$ cat src/rtl/cla_seq_adder.sv
// cla_seq_adder: byte-serial multi-precision adder/subtractor.
// A single 8-bit carry-lookahead slice is stepped across the operand bytes,
// least-significant byte first, with the inter-byte carry held in a register.
// The only carry path per cycle is one 8-bit lookahead plus the byte mux.
//
// Handshakes (both sides): a transfer happens on a rising edge where valid
// and ready are both high. in_ready and out_valid are decoded from the FSM
// state only, so neither depends combinationally on any input.
module cla_seq_adder #(
    parameter int NBYTES = 4
) (
    input  logic                  clk,
    input  logic                  rst,
    input  logic                  in_valid,
    output logic                  in_ready,
    input  logic [8*NBYTES-1:0]   a,
    input  logic [8*NBYTES-1:0]   b,
    input  logic                  sub,
    output logic                  out_valid,
    input  logic                  out_ready,
    output logic [8*NBYTES-1:0]   sum,
    output logic                  cout,
    output logic                  ovf,
    output logic [1:0]            o_dbg_state
);

    localparam int W  = 8 * NBYTES;
    localparam int IW = $clog2(NBYTES + 1);
    localparam logic [IW-1:0] LAST_IDX = IW'(NBYTES - 1);

    localparam logic [1:0] S_IDLE = 2'd0;
    localparam logic [1:0] S_RUN  = 2'd1;
    localparam logic [1:0] S_DONE = 2'd2;

    // 8-bit carry-lookahead slice: every carry is a flat sum of products of
    // generate/propagate terms and the carry-in, so no ripple through bits.
    function automatic logic [8:0] cla8(
        input logic [7:0] x,
        input logic [7:0] y,
        input logic       cin
    );
        logic [7:0] g;
        logic [7:0] p;
        logic [8:0] c;
        logic       term;
        g    = x & y;
        p    = x ^ y;
        c    = '0;
        c[0] = cin;
        for (int i = 1; i <= 8; i++) begin
            c[i] = 1'b0;
            // generate at bit j, propagated through bits j+1..i-1
            for (int j = 0; j < i; j++) begin
                term = g[j];
                for (int k = j + 1; k < i; k++) begin
                    term = term & p[k];
                end
                c[i] = c[i] | term;
            end
            // carry-in propagated through bits 0..i-1
            term = cin;
            for (int k = 0; k < i; k++) begin
                term = term & p[k];
            end
            c[i] = c[i] | term;
        end
        return {c[8], p ^ c[7:0]};
    endfunction

    logic [1:0]    r_state;
    logic [IW-1:0] r_idx;
    logic          r_cy;
    logic [W-1:0]  r_opa;
    logic [W-1:0]  r_opb;
    logic [W-1:0]  r_sum;
    logic          r_cout;
    logic          r_ovf;

    logic [7:0]    w_a_byte;
    logic [7:0]    w_b_byte;
    logic [7:0]    w_cla_sum;
    logic          w_cla_cout;
    logic          w_accept;
    logic          w_step;
    logic          w_last;
    logic          w_release;
    logic          w_ovf_next;

    assign w_accept  = (r_state == S_IDLE) && in_valid;
    assign w_step    = (r_state == S_RUN);
    assign w_last    = w_step && (r_idx == LAST_IDX);
    assign w_release = (r_state == S_DONE) && out_ready;

    // Select the operand bytes addressed by the byte index.
    always_comb begin
        w_a_byte = '0;
        w_b_byte = '0;
        for (int k = 0; k < NBYTES; k++) begin
            if (r_idx == IW'(k)) begin
                w_a_byte = r_opa[8*k +: 8];
                w_b_byte = r_opb[8*k +: 8];
            end
        end
    end

    assign {w_cla_cout, w_cla_sum} = cla8(w_a_byte, w_b_byte, r_cy);

    // Signed overflow: operands agree in sign but the final MSB does not.
    assign w_ovf_next = (r_opa[W-1] == r_opb[W-1]) && (w_cla_sum[7] != r_opa[W-1]);

    // Control FSM: IDLE -> RUN (one byte per cycle) -> DONE -> IDLE.
    always_ff @(posedge clk or posedge rst) begin
        if (rst) begin
            r_state <= S_IDLE;
        end else begin
            case (r_state)
                S_IDLE:  if (w_accept)  r_state <= S_RUN;
                S_RUN:   if (w_last)    r_state <= S_DONE;
                S_DONE:  if (w_release) r_state <= S_IDLE;
                default: r_state <= S_IDLE;
            endcase
        end
    end

    // Datapath: latch operands on accept, then write one sum byte per RUN cycle.
    always_ff @(posedge clk or posedge rst) begin
        if (rst) begin
            r_idx  <= '0;
            r_cy   <= 1'b0;
            r_opa  <= '0;
            r_opb  <= '0;
            r_sum  <= '0;
            r_cout <= 1'b0;
            r_ovf  <= 1'b0;
        end else if (w_accept) begin
            // Subtraction is A + ~B + 1: invert B here, inject the +1 as carry-in.
            r_opa <= a;
            r_opb <= b ^ {W{sub}};
            r_cy  <= sub;
            r_idx <= '0;
            r_sum <= '0;
        end else if (w_step) begin
            for (int k = 0; k < NBYTES; k++) begin
                if (r_idx == IW'(k)) begin
                    r_sum[8*k +: 8] <= w_cla_sum;
                end
            end
            r_cy  <= w_cla_cout;
            r_idx <= r_idx + IW'(1);
            if (w_last) begin
                r_cout <= w_cla_cout;
                r_ovf  <= w_ovf_next;
            end
        end
    end

    assign in_ready    = (r_state == S_IDLE);
    assign out_valid   = (r_state == S_DONE);
    assign sum         = r_sum;
    assign cout        = r_cout;
    assign ovf         = r_ovf;
    assign o_dbg_state = r_state;

endmodule

$ cat config.mk
export PLATFORM = sky130hd
export DESIGN_NAME = cla_seq_adder
export DESIGN_NICKNAME = d
export VERILOG_FILES = /design/src/rtl/cla_seq_adder.sv
export SDC_FILE = /design/constraint.sdc
export NUM_CORES = 1
export LEC_CHECK = 0
export BUFFER_PORTS_ARGS = -buffer_cell sky130_fd_sc_hd__buf_2
export CORE_UTILIZATION = 50
export CTS_BUF_LIST = sky130_fd_sc_hd__clkbuf_16
export CTS_CLUSTER_DIAMETER = 100
export DETAILED_ROUTE_END_ITERATION = 16
export GPL_ROUTABILITY_DRIVEN = 1
export PLACE_DENSITY_LB_ADDON = 0.1
export SYNTH_ARGS = -nofsm -noshare
export SYNTH_HDL_FRONTEND = slang
export SYNTH_SLANG_ARGS = --single-unit
$ cat constraint.sdc
create_clock -name clk -period 4.3 [get_ports clk]
set_input_delay 0.215 -clock clk [delete_from_list [all_inputs] [get_ports clk]]
set_output_delay 0.215 -clock clk [all_outputs]
set_load 0.01 [all_outputs]
After elaboration in Yosys (flattened, before gate mapping)
Index checks and enable logic that the tools add are counted.
- flip-flop bits (word level): 104
- input port bits: 69
- output and inout bits: 38
- word-level logic and storage cells: 138
- $add $sub $neg: 1
- equal/unequal tests: 10
- multiplexer cells: 22
- bitwise logic cells: 77
- reduce and logical (&&, ||, !) cells: 17
- operators with widths (kind ; count):
    two-way mux 8 bit ; 12
    two-way mux 32 bit ; 2
    AND 1 bit ; 36
    bitwise OR 1 bit ; 36
    XOR 32 bit ; 1
    XOR 8 bit ; 2
    nonzero test 2 bit ; 5
    AND 8 bit ; 1
    AND reduction 2 bit ; 4
    equality test 3 x 2 -> 1 bit (second input constant) ; 2
    two-way mux 2 bit ; 3
    two-way mux 3 bit ; 2
    != test 2 x 1 -> 1 bit (second input constant) ; 3
    one-hot mux 2 bit (3 select lines) ; 1
    AND reduction 3 bit ; 2
    logical AND 1 bit ; 4
    adder 3 x 1 -> 3 bit (second input constant) ; 1
    equality test 3 x 1 -> 1 bit (second input constant) ; 1
    zero test 3 bit ; 1
    equality test 2 x 1 -> 1 bit (second input constant) ; 1
    equality test 2 bit (second input constant) ; 1
    zero test 2 bit ; 1
    two-way mux 1 bit ; 2
    equality test 1 bit ; 1
    2 further kinds ; 2

Longest topological paths before layout
- depth after elaboration: 23
- depth in mapped cells: 16
- gate-level depth less buffers: 14

Least setup slack after synthesis
Ideal clock, no wire load.
- path type: flip-flop to flip-flop
- from: register r_idx[0]
- to: register r_ovf, in the netlist ovf
- setup time: 0.126 ns
- arrival time: 3.202 ns
- data required time: 4.174 ns
- slack: 0.972 ns
- stages on the path, launching flop included: 13
- period minus slack after synthesis: 3.328 ns
- path through: dfrtp_1 ha_1 ha_1 clkbuf_1 nor2_1 clkbuf_1 a22o_1 ha_1 a211oi_2 o21bai_1 a221o_1 or3_1 a221o_1
- word-level cells in the longest chain between the ends: 22
- elaborated cells between the ends (all ways): 54
- classes of those cells: eq/ne (4); mux (8); bitwise (38); reduce/logical (4)
- ends and longest elaborated chain (what ; RTL line ; text):
    from (decl) ; 71 ; logic [IW-1:0] r_idx;
    from (signal assigned) ; 149 ; r_idx <= r_idx + IW'(1);
    zero test 3 bit ; 99 ; if (r_idx == IW'(k)) begin
    two-way mux 8 bit (4 in series) ; 99 ;
    AND 8 bit / XOR 8 bit (equally long branches) ; 46, 47 ;
    AND 1 bit (6 in series) ; 56 ; term = term & p[k];
    bitwise OR 1 bit (6 in series) ; 58 ; c[i] = c[i] | term;
    bitwise OR 1 bit ; 65 ; c[i] = c[i] | term;
    XOR 8 bit ; 67 ; return {c[8], p ^ c[7:0]};
    != test 1 bit ; 109 ; assign w_ovf_next = (r_opa[W-1] == r_opb[W-1]) && (w_cla_sum[7] != r_opa[W-1]);
    logical AND 1 bit ; 109 ;
    to (signal assigned) ; 152 ; r_ovf <= w_ovf_next;
    to (decl) ; 77 ; logic r_ovf;
Several ways; a longest one is shown, not always the timed one.
A chain may end at the register's enable or synchronous reset.

Final worst setup path
- from: register r_idx[0]
- to: register r_sum[31], in the netlist sum[31]
- word-level cells in the longest chain between the ends: 23
- elaborated cells between the ends (all ways): 55
- classes of those cells: eq/ne (3); mux (11); bitwise (38); reduce/logical (3)
- ends and longest elaborated chain (what ; RTL line ; text):
    zero test 3 bit ; 99 ;
    two-way mux 8 bit (4 in series) ; 99 ;
    AND 8 bit / XOR 8 bit (equally long branches) ; 46, 47 ;
    AND 1 bit (6 in series) ; 56 ;
    bitwise OR 1 bit (6 in series) ; 58 ;
    bitwise OR 1 bit ; 65 ;
    XOR 8 bit ; 67 ;
    two-way mux 8 bit ; 144 ; if (r_idx == IW'(k)) begin
    two-way mux 32 bit ; 142 ; end else if (w_step) begin
    two-way mux 32 bit ; 135 ; end else if (w_accept) begin
    to (signal, indexed assignment) ; 145 ; r_sum[8*k +: 8] <= w_cla_sum;
    to (decl) ; 75 ; logic [W-1:0] r_sum;
Several ways; a longest one is shown, not always the timed one. The select of a mux whose other input is x is not followed.

==> reports/metrics.cfg <==
[synthesis]
synth_fp_nets = 705
ys.warnings.count = 0
synth.area.mux_share_pct = 0.191
synthAdderAreaFrac_pct = 3.72
avgSynthCellArea_um2 = 8.46
yosys_register_bits = 104
synthesis.area_um2 = 5250
synth_edf_count = 0
async_reset_ff_share_pct = 100
synth_top_family_by_area = simple AND/OR/NAND/NOR gates
ys_seq_area_share_pct = 49.5
synth_top_area_share_pct = 49.5
ys_dominant_reg_cell = dfrtp_1
synth_compound_area_share_pct = 16.4
synth_simple_gate_area_share_pct = 20.9
yosysTopAreaCell = dfrtp_1
synth-xor-area-share_pct = 5.50
yosys-top-cells-area = dfrtp_1 (50%), nand2_1 (14%), o21ai_0 (6.0%)
netlist_instances = 621
ys_types = 38

[cts]
h-tree-depth = 3
clockBufferDepth = 2
numCtsBuffers = 9
cts_tree = done
clkTransAtPathRegs_ns = 0.08
root_buffer = clkbuf_16
cts-resized-gates = 0
cts_sinks = 104
cts.hold.buffers_added = 0
insertion_delay_ns = 0.35
cts_setup_buffers = 0

[final_layout]
design_area_um2 = 6130
fill_cells = 947
final_nets = 785
layout-drive-gt1-share_pct = 18.4
mostFrequentLayoutCell = nand2_1
final_cell_mix = nand2_1 (197), buf_2 (106), dfrtp_1 (104)
antenna_cells = 0
syn_to_final_growth_pct = 16.7

[critical_path]
critical_path.cell_chain = inv_1 -> ha_1 -> o21ai_0 -> a22o_1 -> ha_1 -> nand2_1 -> o21ai_0 -> nor3_1 -> nor3_1 -> a211oi_1
arrival_ns = 3.91
slowest_stage = ha_1
critPathMaxStageDelay_ns = 0.75
start_kind = flop
path_buf_inv = 1
critPathKind = reg -> reg
worstPathMaxFanout = 34
cp-end-kind = flop
cp_top_family = adder cells
crit_required_ns = 4.47

[sta]
finalMaxSlewViolations = 0
min_period_over_period_pct = 86.8
rsz0062_at_grt = false
hold_viol = 0
fin_skew_ns = 0.0111
slew_headroom_pct = 21.1
setup_viol_count_final = 0
clock.fmax_mhz = 268
period_needed_ns = 3.73
worst_slew_pin_slew_ns = 1.18
tns_ns = 0

[die]
io_pins = 107
die_width_um = 104
start_util_pct = 51.3
core_area_um2 = 10200
die_y_um = 104
dieArea_um2 = 10900
rows = 37

[global_route]
grtUsageMet3_pct = 3.26
grt_use_met2_pct = 39.9
met1_usage_pct = 31.7
grt_pass1_vias = 4196
grt_start_max_net_pins = 64
grt_pass1_wl_um = 20600
gr-usage-all-layers_pct = 24.0
antenna_found_initial = 0
overflow = 0
busiest_layer = met2

[routing]
drtIter0Drc = 165
dr_total_vias = 4462
routed_via_density = 5.30
drt_first_pass_iters = 4
drc = 0
drt.antenna.violating_nets = 0
wire_per_inst_um = 14.7
wl_um = 12400

[power_and_ir_drop]
powerDensity_nw_per_um2 = 785
ir_drop_uv = 365
leakage_nw = 3.01

[run_status]
status = complete, no violations

[placement]
numPortBuffers = 106
placed_area_um2 = 5830
gp_congestion = 0.915
dp_hpwl_um = 9070

[hold_path]
hold_class = in -> async

[run]
cap_violations = 0

cell type report:
class / instances / area (um2) / area share, %
clock inverters: 7 / 71.3 / 1.16
flip-flops and latches: 104 / 2600 / 42.5
clock buffers: 9 / 225 / 3.68
repair buffers: 110 / 561 / 9.15
well taps: 136 / 170 / 2.78
inverters: 8 / 32.5 / 0.531
multi-input cells: 468 / 2460 / 40.2
metal layers:
layer  part of all wire [%]  routed length, um
met1                     44               5470
met2                     49               6090
met3                    5.0                621
met4                    1.8                223
met5                      0                  0
per-stage QoR:
stage / utilization, % / cells / hold WS [ns] / power [mW] / setup WS, ns
3_5_place_dp: 57.0 / 826 / 0.406 / 4.01 / 0.584
6_report: 59.9 / 842 / 0.00300 / 4.81 / 0.567
4_1_cts: 59.9 / 842 / 0.0379 / 4.84 / 0.577
3_3_place_gp: 57.0 / 826 / 0.394 / 3.93 / 0.771
5_1_grt: 59.9 / 842 / 0.0430 / 5.21 / 0.121
2_1_floorplan: - / 621 / 0.301 / 3.34 / 0.972
kinds of logic (layout without fill, tap and decap cells):
group                      after synthesis  after routing
AOI/OAI and AO/OA                      145            145
xor gates and xnor gates                33             33
adders and majority gates               15             15
buffers and inverters                   49            134
DFF                                    104            104
muxes                                    1              1
and+or+nand+nor                        274            274
state kept, by name (all words and copies together) (netlist names):
| name | cells |
|---|---|
| cout | 1 |
| r_opb | 32 |
| r_cy | 1 |
| r_idx | 3 |
| ovf | 1 |
| sum | 32 |
| r_opa | 32 |
| o_dbg_state | 2 |
synthesized netlist by cell type, drive strengths merged (6+ instances only):
master	n
xnor2	33
a21oi	38
nor2	39
clkbuf	35
a22o	17
buf	6
ha	14
o21ai	64
dfrtp	104
a211oi	14
nor3	6
nand3	16
nand2	197
inv	8
where the power goes:
| group | internal (mW) | leakage, nW | switching (mW) | total (mW) |
|---|---|---|---|---|
| logic | 0.848 | 1.55 | 1.43 | 2.27 |
| clock network | 0.452 | 0.143 | 0.365 | 0.817 |
| registers | 1.42 | 1.32 | 0.297 | 1.72 |
path summary, 6_finish.rpt:
kind                                       start                         end  slack (ns)  depth (start not counted)
max in group asynchronous                    rst         sum[28]$_DFFE_PP0P_        3.29                          3
setup / recovery            r_idx[0]$_DFFE_PP0P_         sum[31]$_DFFE_PP0P_        0.57                         10
setup reg to reg            r_idx[0]$_DFFE_PP0P_         sum[31]$_DFFE_PP0P_        0.57                         10
hold / removal                               rst  o_dbg_state[1]$_DFFE_PP0P_       0.003                          2
hold reg to reg            r_opa[13]$_DFFE_PP0P_       r_opa[13]$_DFFE_PP0P_        0.48                          2
min in group clk                       out_ready  o_dbg_state[1]$_DFFE_PP0P_        0.05                          2
No activity file was read; power rests on OpenSTA's default activity.
